[src/rtl/fifo_pkt_tx.sv]
// fifo_pkt_tx: drains the 72-bit packet FIFO into a valid/ready egress stream through a small skid buffer.
// Define FIFO_TX_IFG_EN to insert IFG_CYCLES idle cycles after every EOP transfer.
module fifo_pkt_tx #(
  parameter int DWIDTH     = 72,
  parameter int SKID_DEPTH = 3,
  parameter int IFG_CYCLES = 4
) (
  input  logic              clk,
  input  logic              reset,
  input  logic              fifo_empty,
  input  logic [DWIDTH-1:0] fifo_rdata,
  output logic              reb,
  output logic [DWIDTH-1:0] out_data,
  output logic              out_wr,
  input  logic              out_rdy,
  output logic              out_sop,
  output logic              out_eop,
  output logic              pkt_sent,
  output logic [15:0]       pkt_count,
  output logic              tx_busy
);
  localparam int AW = $clog2(SKID_DEPTH);
  localparam int CW = $clog2(SKID_DEPTH + 1);
  localparam logic [CW:0] DEPTH = (CW+1)'(SKID_DEPTH);
  localparam logic [AW-1:0] LAST = AW'(SKID_DEPTH - 1);
  if (SKID_DEPTH < 3 || IFG_CYCLES < 1) begin : g_bad_cfg
    $error("fifo_pkt_tx: SKID_DEPTH must be >= 3 and IFG_CYCLES >= 1");
  end
`ifdef FIFO_TX_IFG_EN
  localparam int GW = $clog2(IFG_CYCLES + 1);
  typedef enum logic [1:0] {IDLE, INPKT, GAP} state_t;
  localparam state_t EOP_NX = GAP;
  logic [GW-1:0] gap_cnt;
`else
  typedef enum logic {IDLE, INPKT} state_t;
  localparam state_t EOP_NX = IDLE;
`endif
  state_t state, state_nx;
  logic [DWIDTH-1:0] mem [SKID_DEPTH];
  logic [AW-1:0] wr_ptr, rd_ptr;
  logic [CW-1:0] occ;
  logic inflight, xfer, in_gap;
  // Counting the in-flight read against the buffer is what makes the unconditional capture safe.
  assign reb = !reset && !fifo_empty && ({1'b0, occ} + {{CW{1'b0}}, inflight} < DEPTH);
  always_comb begin
`ifdef FIFO_TX_IFG_EN
    in_gap = state == GAP;
`else
    in_gap = 1'b0;
`endif
    out_data = (occ != '0) ? mem[rd_ptr] : '0;
    out_wr = (occ != '0) && !in_gap;
    out_sop = out_wr && state == IDLE;
    out_eop = out_wr && out_data[DWIDTH-1 -: 8] != 8'h00;
    xfer = out_wr && out_rdy;
    tx_busy = state == INPKT;
`ifdef FIFO_TX_IFG_EN
    state_nx = in_gap ? (gap_cnt == GW'(IFG_CYCLES - 1) ? IDLE : GAP) : xfer ? (out_eop ? EOP_NX : INPKT) : state;
`else
    state_nx = xfer ? (out_eop ? EOP_NX : INPKT) : state;
`endif
  end
  always_ff @(posedge clk) begin
    if (reset) begin
      state <= IDLE;
      occ <= '0;
      inflight <= 1'b0;
      wr_ptr <= '0;
      rd_ptr <= '0;
      pkt_sent <= 1'b0;
      pkt_count <= '0;
    end else begin
      state <= state_nx;
      inflight <= reb;
      occ <= occ + CW'(inflight) - CW'(xfer);
      if (inflight) wr_ptr <= (wr_ptr == LAST) ? '0 : wr_ptr + 1'b1;
      if (xfer) rd_ptr <= (rd_ptr == LAST) ? '0 : rd_ptr + 1'b1;
      pkt_sent <= xfer && out_eop;
      pkt_count <= pkt_count + 16'(xfer && out_eop);
    end
  end
  always_ff @(posedge clk) if (inflight && !reset) mem[wr_ptr] <= fifo_rdata;
`ifdef FIFO_TX_IFG_EN
  always_ff @(posedge clk) gap_cnt <= (reset || !in_gap) ? '0 : gap_cnt + 1'b1;
`endif
endmodule
[config.mk]
export PLATFORM = sky130hd
export DESIGN_NAME = fifo_pkt_tx
export DESIGN_NICKNAME = d
export VERILOG_FILES = /design/src/rtl/fifo_pkt_tx.sv
export SDC_FILE = /design/constraint.sdc
export NUM_CORES = 1
export LEC_CHECK = 0
export ABC_CLOCK_PERIOD_IN_PS = 10400
export CORE_ASPECT_RATIO = 0.8
export CORE_MARGIN = 4
export CORE_UTILIZATION = 50
export CTS_BUF_LIST = sky130_fd_sc_hd__clkbuf_16
export DETAILED_ROUTE_END_ITERATION = 12
export PLACE_DENSITY = 0.76
export SLEW_MARGIN = 20
export SYNTH_ARGS = -nofsm -noshare
export SYNTH_HDL_FRONTEND = slang
export SYNTH_SLANG_ARGS = --single-unit
[constraint.sdc]
create_clock -name clk -period 10.4 [get_ports clk]
set_input_delay 1.56 -clock clk [delete_from_list [all_inputs] [get_ports clk]]
set_output_delay 1.56 -clock clk [all_outputs]
set_load 0.01 [all_outputs]
== Word-level counts from Yosys, hierarchy flattened ==
Memories as Yosys holds them, arrays and structs flattened. A register that Yosys moved wholly into a read port is not among the register bits.
Cells that the tools add are included.
Cells by class
  multiplexer cells: 8
  reduce and logical (&&, ||, !) cells: 11
  bitwise logic cells: 1
  eq/ne operators: 2
  $add $sub $neg: 6
  magnitude comparators: 1
Operators with widths (count)
  72-bit two-way mux: 1
  16-bit by 1-bit adder with 16-bit output: 1
  2-bit two-way mux: 4
  8-bit nonzero test: 1
  1-bit logical AND: 7
  2-bit by 1-bit adder with 2-bit output (second input constant): 2
  2-bit == test (second input constant): 2
  2-bit by 1-bit adder with 3-bit output: 1
  3-bit by 2-bit less-than comparator with 1-bit output (second input constant): 1
  1-bit two-way mux: 3
  2-bit by 1-bit adder with 2-bit output: 1
  1-bit logical NOT: 2
  2-bit nonzero test: 1
  2-bit by 1-bit subtractor with 2-bit output: 1
  1-bit inverter: 1
Storage, ports and cells
  memories kept: 1
  RAM bits: 216
  register bits: 25
  word-level logic and storage cells: 37
  output and inout port bits: 94
Memories
  mem: depth 3, width 72, read ports 1, clocked after memory_dff 1, write ports 1, RTL line 39  | logic [DWIDTH-1:0] mem [SKID_DEPTH];

== Logic depth before layout (Yosys ltp) ==
  word-level depth: 6
  depth in mapped cells: 11

== Least setup slack after synthesis ==
No wires, ideal clock.
  path type: input to register
  from: in reset
  to: mem mem[1][0], enable pin
  arrival time: 7.190 ns
  setup slack: 2.604 ns
  stages on the path: 3
  buffers on the path: 1
  required time: 9.794 ns
  cells stage by stage: clkbuf_1 nand2b_1 nor3b_1
On the way
  word-level cells in the longest chain between the ends: 4
Ends and longest elaborated chain
  start: declaration: RTL line 9  | input logic reset,
  1-bit logical NOT: RTL line 82  | always_ff @(posedge clk) if (inflight && !reset) mem[wr_ptr] <= fifo_rdata;
  1-bit logical AND: RTL line 82
  1-bit two-way mux: RTL line 82
  1-bit two-way mux (not written as such): RTL line 82
  end: declaration: RTL line 39
No other way between the ends.

==> run metrics <==
first-pass GRT wire length 30480 um; largest area contributor in the netlist edfxtp_1; # nets final 932; vias per cell 5.265; CP endpoint kind primary output; VDD IR max 0.1202 mV; GRT Total Usage 0.1752; post-synthesis cell type count 38; Crit path required time 8.84 ns; DP Worst Slack 5.619 ns; non-filler instance count after layout 1120; I/O Buffers 169; synth warn 0; Hold Violations, Final 0; Starting Density 0.5170; synthesized instance count 681; status finished, final reports clean; Inserted Diodes 0; synthesized area per cell 14.00 um^2; CTS tree built; via count 5897; Post-Syn Area 9535 um^2; max frequency 201.2 MHz; cell chain of the critical path buf_4 -> or2_1 -> o221ai_1 -> a31oi_1 -> nor2_1 -> clkdlybuf4s50_1; Clock Root Buffer clkbuf_16; post-synthesis sequential area ratio 0.7369; Setup Total Neg Slack 0 ns; power per cell area 205.3 nW/um^2; CP top delay family buffers and inverters; Pins Over Slew Limit 0; unrepaired setup endpoints after global routing false; Placed Cells 1078; switching share of total power 0.2679; core area 18440 um^2; Arr. time, crit path 3.41 ns; Total Wirelength 19250 um; Synth Register Bits 243; Wirelength per Cell 17.19 um; Die Ht 131.5 um; Max Cap Violations 0; CP Launch Type register; Post-CTS Resized 0; CP max stage delay 0.74 ns; largest net degree at the start of global routing 86; antenna violations before repair 2; hold buffer count at CTS 0; ANT nets after route 0; DRT iter0 DRCs 382; Post-synth top cells edfxtp_1, nor2_1, a21oi_1; Worst Max-Slew Pin Slew 0.9275 ns; Die ar. 21360 um^2; HP Start rd_ptr[0]; slowest CP cell dfxtp_4; ys flop type edfxtp_1; vias in the first global route 5986; share of cells above drive strength 1 0.05767; top-area cell type share of the netlist area 0.6802; FF-to-FF End pkt_count[12]; clk_lat worst skew 0.50 ns; I/O pin cnt 170; routability cong. 0.7730; Reg power frac 0.455; DRC 0; Die X-Extent 162.4 um; Clock Sinks 243; clk buf depth 3; final core utilization 0.6606; htree depth 1; Synth area leaders edfxtp_1, mux2i_1, nor2_1; leak pwr 4.104 nW; NetSw 0.0006702 W; Worst Path Max Fanout 85; flop2flop setup slack 6.77 ns; most frequent cell after synthesis edfxtp_1; combinational share of power 0.245; Clock Power Share 0.300; Max-slew headroom 0.3802; number of buffer and inverter stages on the critical path 2; # fillers 1315; ys async rst share 0; FF-to-FF path depth 11; WS Path Type reg -> out; final setup fails 0; TritonCTS buffer count 23; Reg clk slew, reported paths 0.06 ns; site row count 44; HPWL after DPL 11990 um; hold depth 2; # Post-CTS Setup Buffers 0; Synth-to-Final Area Change 27.77%; final setup margin 5.429 ns; DR pass1 iterations 5; EDFF count, synth 216; Synthesized Nets 763; P_int 0.001831 W; GR Overflow Total 0; Final Critical Period 4.971 ns; skew final 0.007849 ns; Tcrit/Tclk final 0.4780; Tightest Hold Check Type reg -> reg
## how the worst max path moves through the flow
stage	from	endpoint	slack (ns)	cells past startpoint
final	register	out_eop	5.43	6
after global routing	register	out_eop	5.19	6
after CTS	register	out_eop	5.46	6
after detailed placement	reset	reb	5.62	4
after global placement	reset	reb	5.65	4
after floorplan	reset	mem[1][0]	2.60	3
## layout by cell type, fill, tap and decap left out, drive strengths merged, types with 3 or more instances in the layout
cell           synthesis  routed
ha                     6       6
nand2b                 5       5
o21ai                  3       3
nand3                  5       5
nand2                  9       9
clkinv                 0       5
inv                    7      20
a21oi                 78      78
buf                   16      10
clkdlybuf4s50          0     169
nor2                 166     166
xnor2                  8       8
mux2i                 71      71
nor2b                  6       6
xor2                   5       5
nor4                   7       7
nand4                  3       3
dfxtp                 27      27
clkbuf                19      23
edfxtp               216     216
nor3                   9       9
## power groups by stage
stage | sequential [W] | combinational [W] | clock (W)
floorplan | 0.00113 | 0.000345 | 0
global placement | 0.00116 | 0.000603 | 0
detailed placement | 0.00116 | 0.000613 | 0
CTS | 0.00114 | 0.000619 | 0.000769
global route | 0.00114 | 0.000664 | 0.000810
finish | 0.00114 | 0.000612 | 0.000750
## routing by layer
layer  up-vias  GRT usage  part of all wire  wire (um)
met4         4    0.03899             0.015        290
met3        26    0.04258             0.082       1572
met2       211     0.2869              0.47       9014
li1       2816          -                 -          -
met1      2840     0.2402              0.43       8355
met5         -          0            0.0010         20
## per-stage QoR
stage               area, um^2  hold slack, ns  total power [W]
floorplan                 9535          0.4600         0.001478
global placement         11500          0.4814         0.001762
detailed placement       11500          0.4769         0.001774
CTS                      12180          0.4891         0.002528
global route             12180          0.5210         0.002617
finish                   12180          0.4863         0.002501
## flip-flops by register name, indices dropped and copies added, names as in the netlist, named ones only
register,flops
inflight,1
mem,216
occ,2
pkt_count,16
pkt_sent,1
rd_ptr,2
tx_busy,1
wr_ptr,2
## worst register-to-register path: cells and delay by family, from the launching register on
kind                       cells  cell delay, ns
adders and majority gates      2            0.46
AOI/OAI and AO/OA              1            0.16
and+or+nand+nor                6            1.22
xor gates and xnor gates       1            0.17
DFF                            1            0.74
buffers and inverters          1            0.76
## logic make-up (layout without fill, tap and decap cells)
group	after synthesis	in the layout	synth area share
simple gates	215	215	0.09894
mux	72	72	0.07610
fa+ha+maj	6	6	0.007873
flops	243	243	0.7369
compound gates	90	90	0.05039
xor+xnor	13	13	0.01194
buf+inv	42	228	0.01785
## area by class of cell
class,instances,area (um^2),area share
clock buffers,23,575.6,0.04724
clock inverters,19,102.6,0.008421
inverters,7,26.28,0.002157
multi-input cells,396,2361,0.1938
flip-flops and latches,243,7034,0.5774
well taps,253,316.6,0.02598
repair buffers,179,1767,0.1450
(Power assumes the default switching activity.)
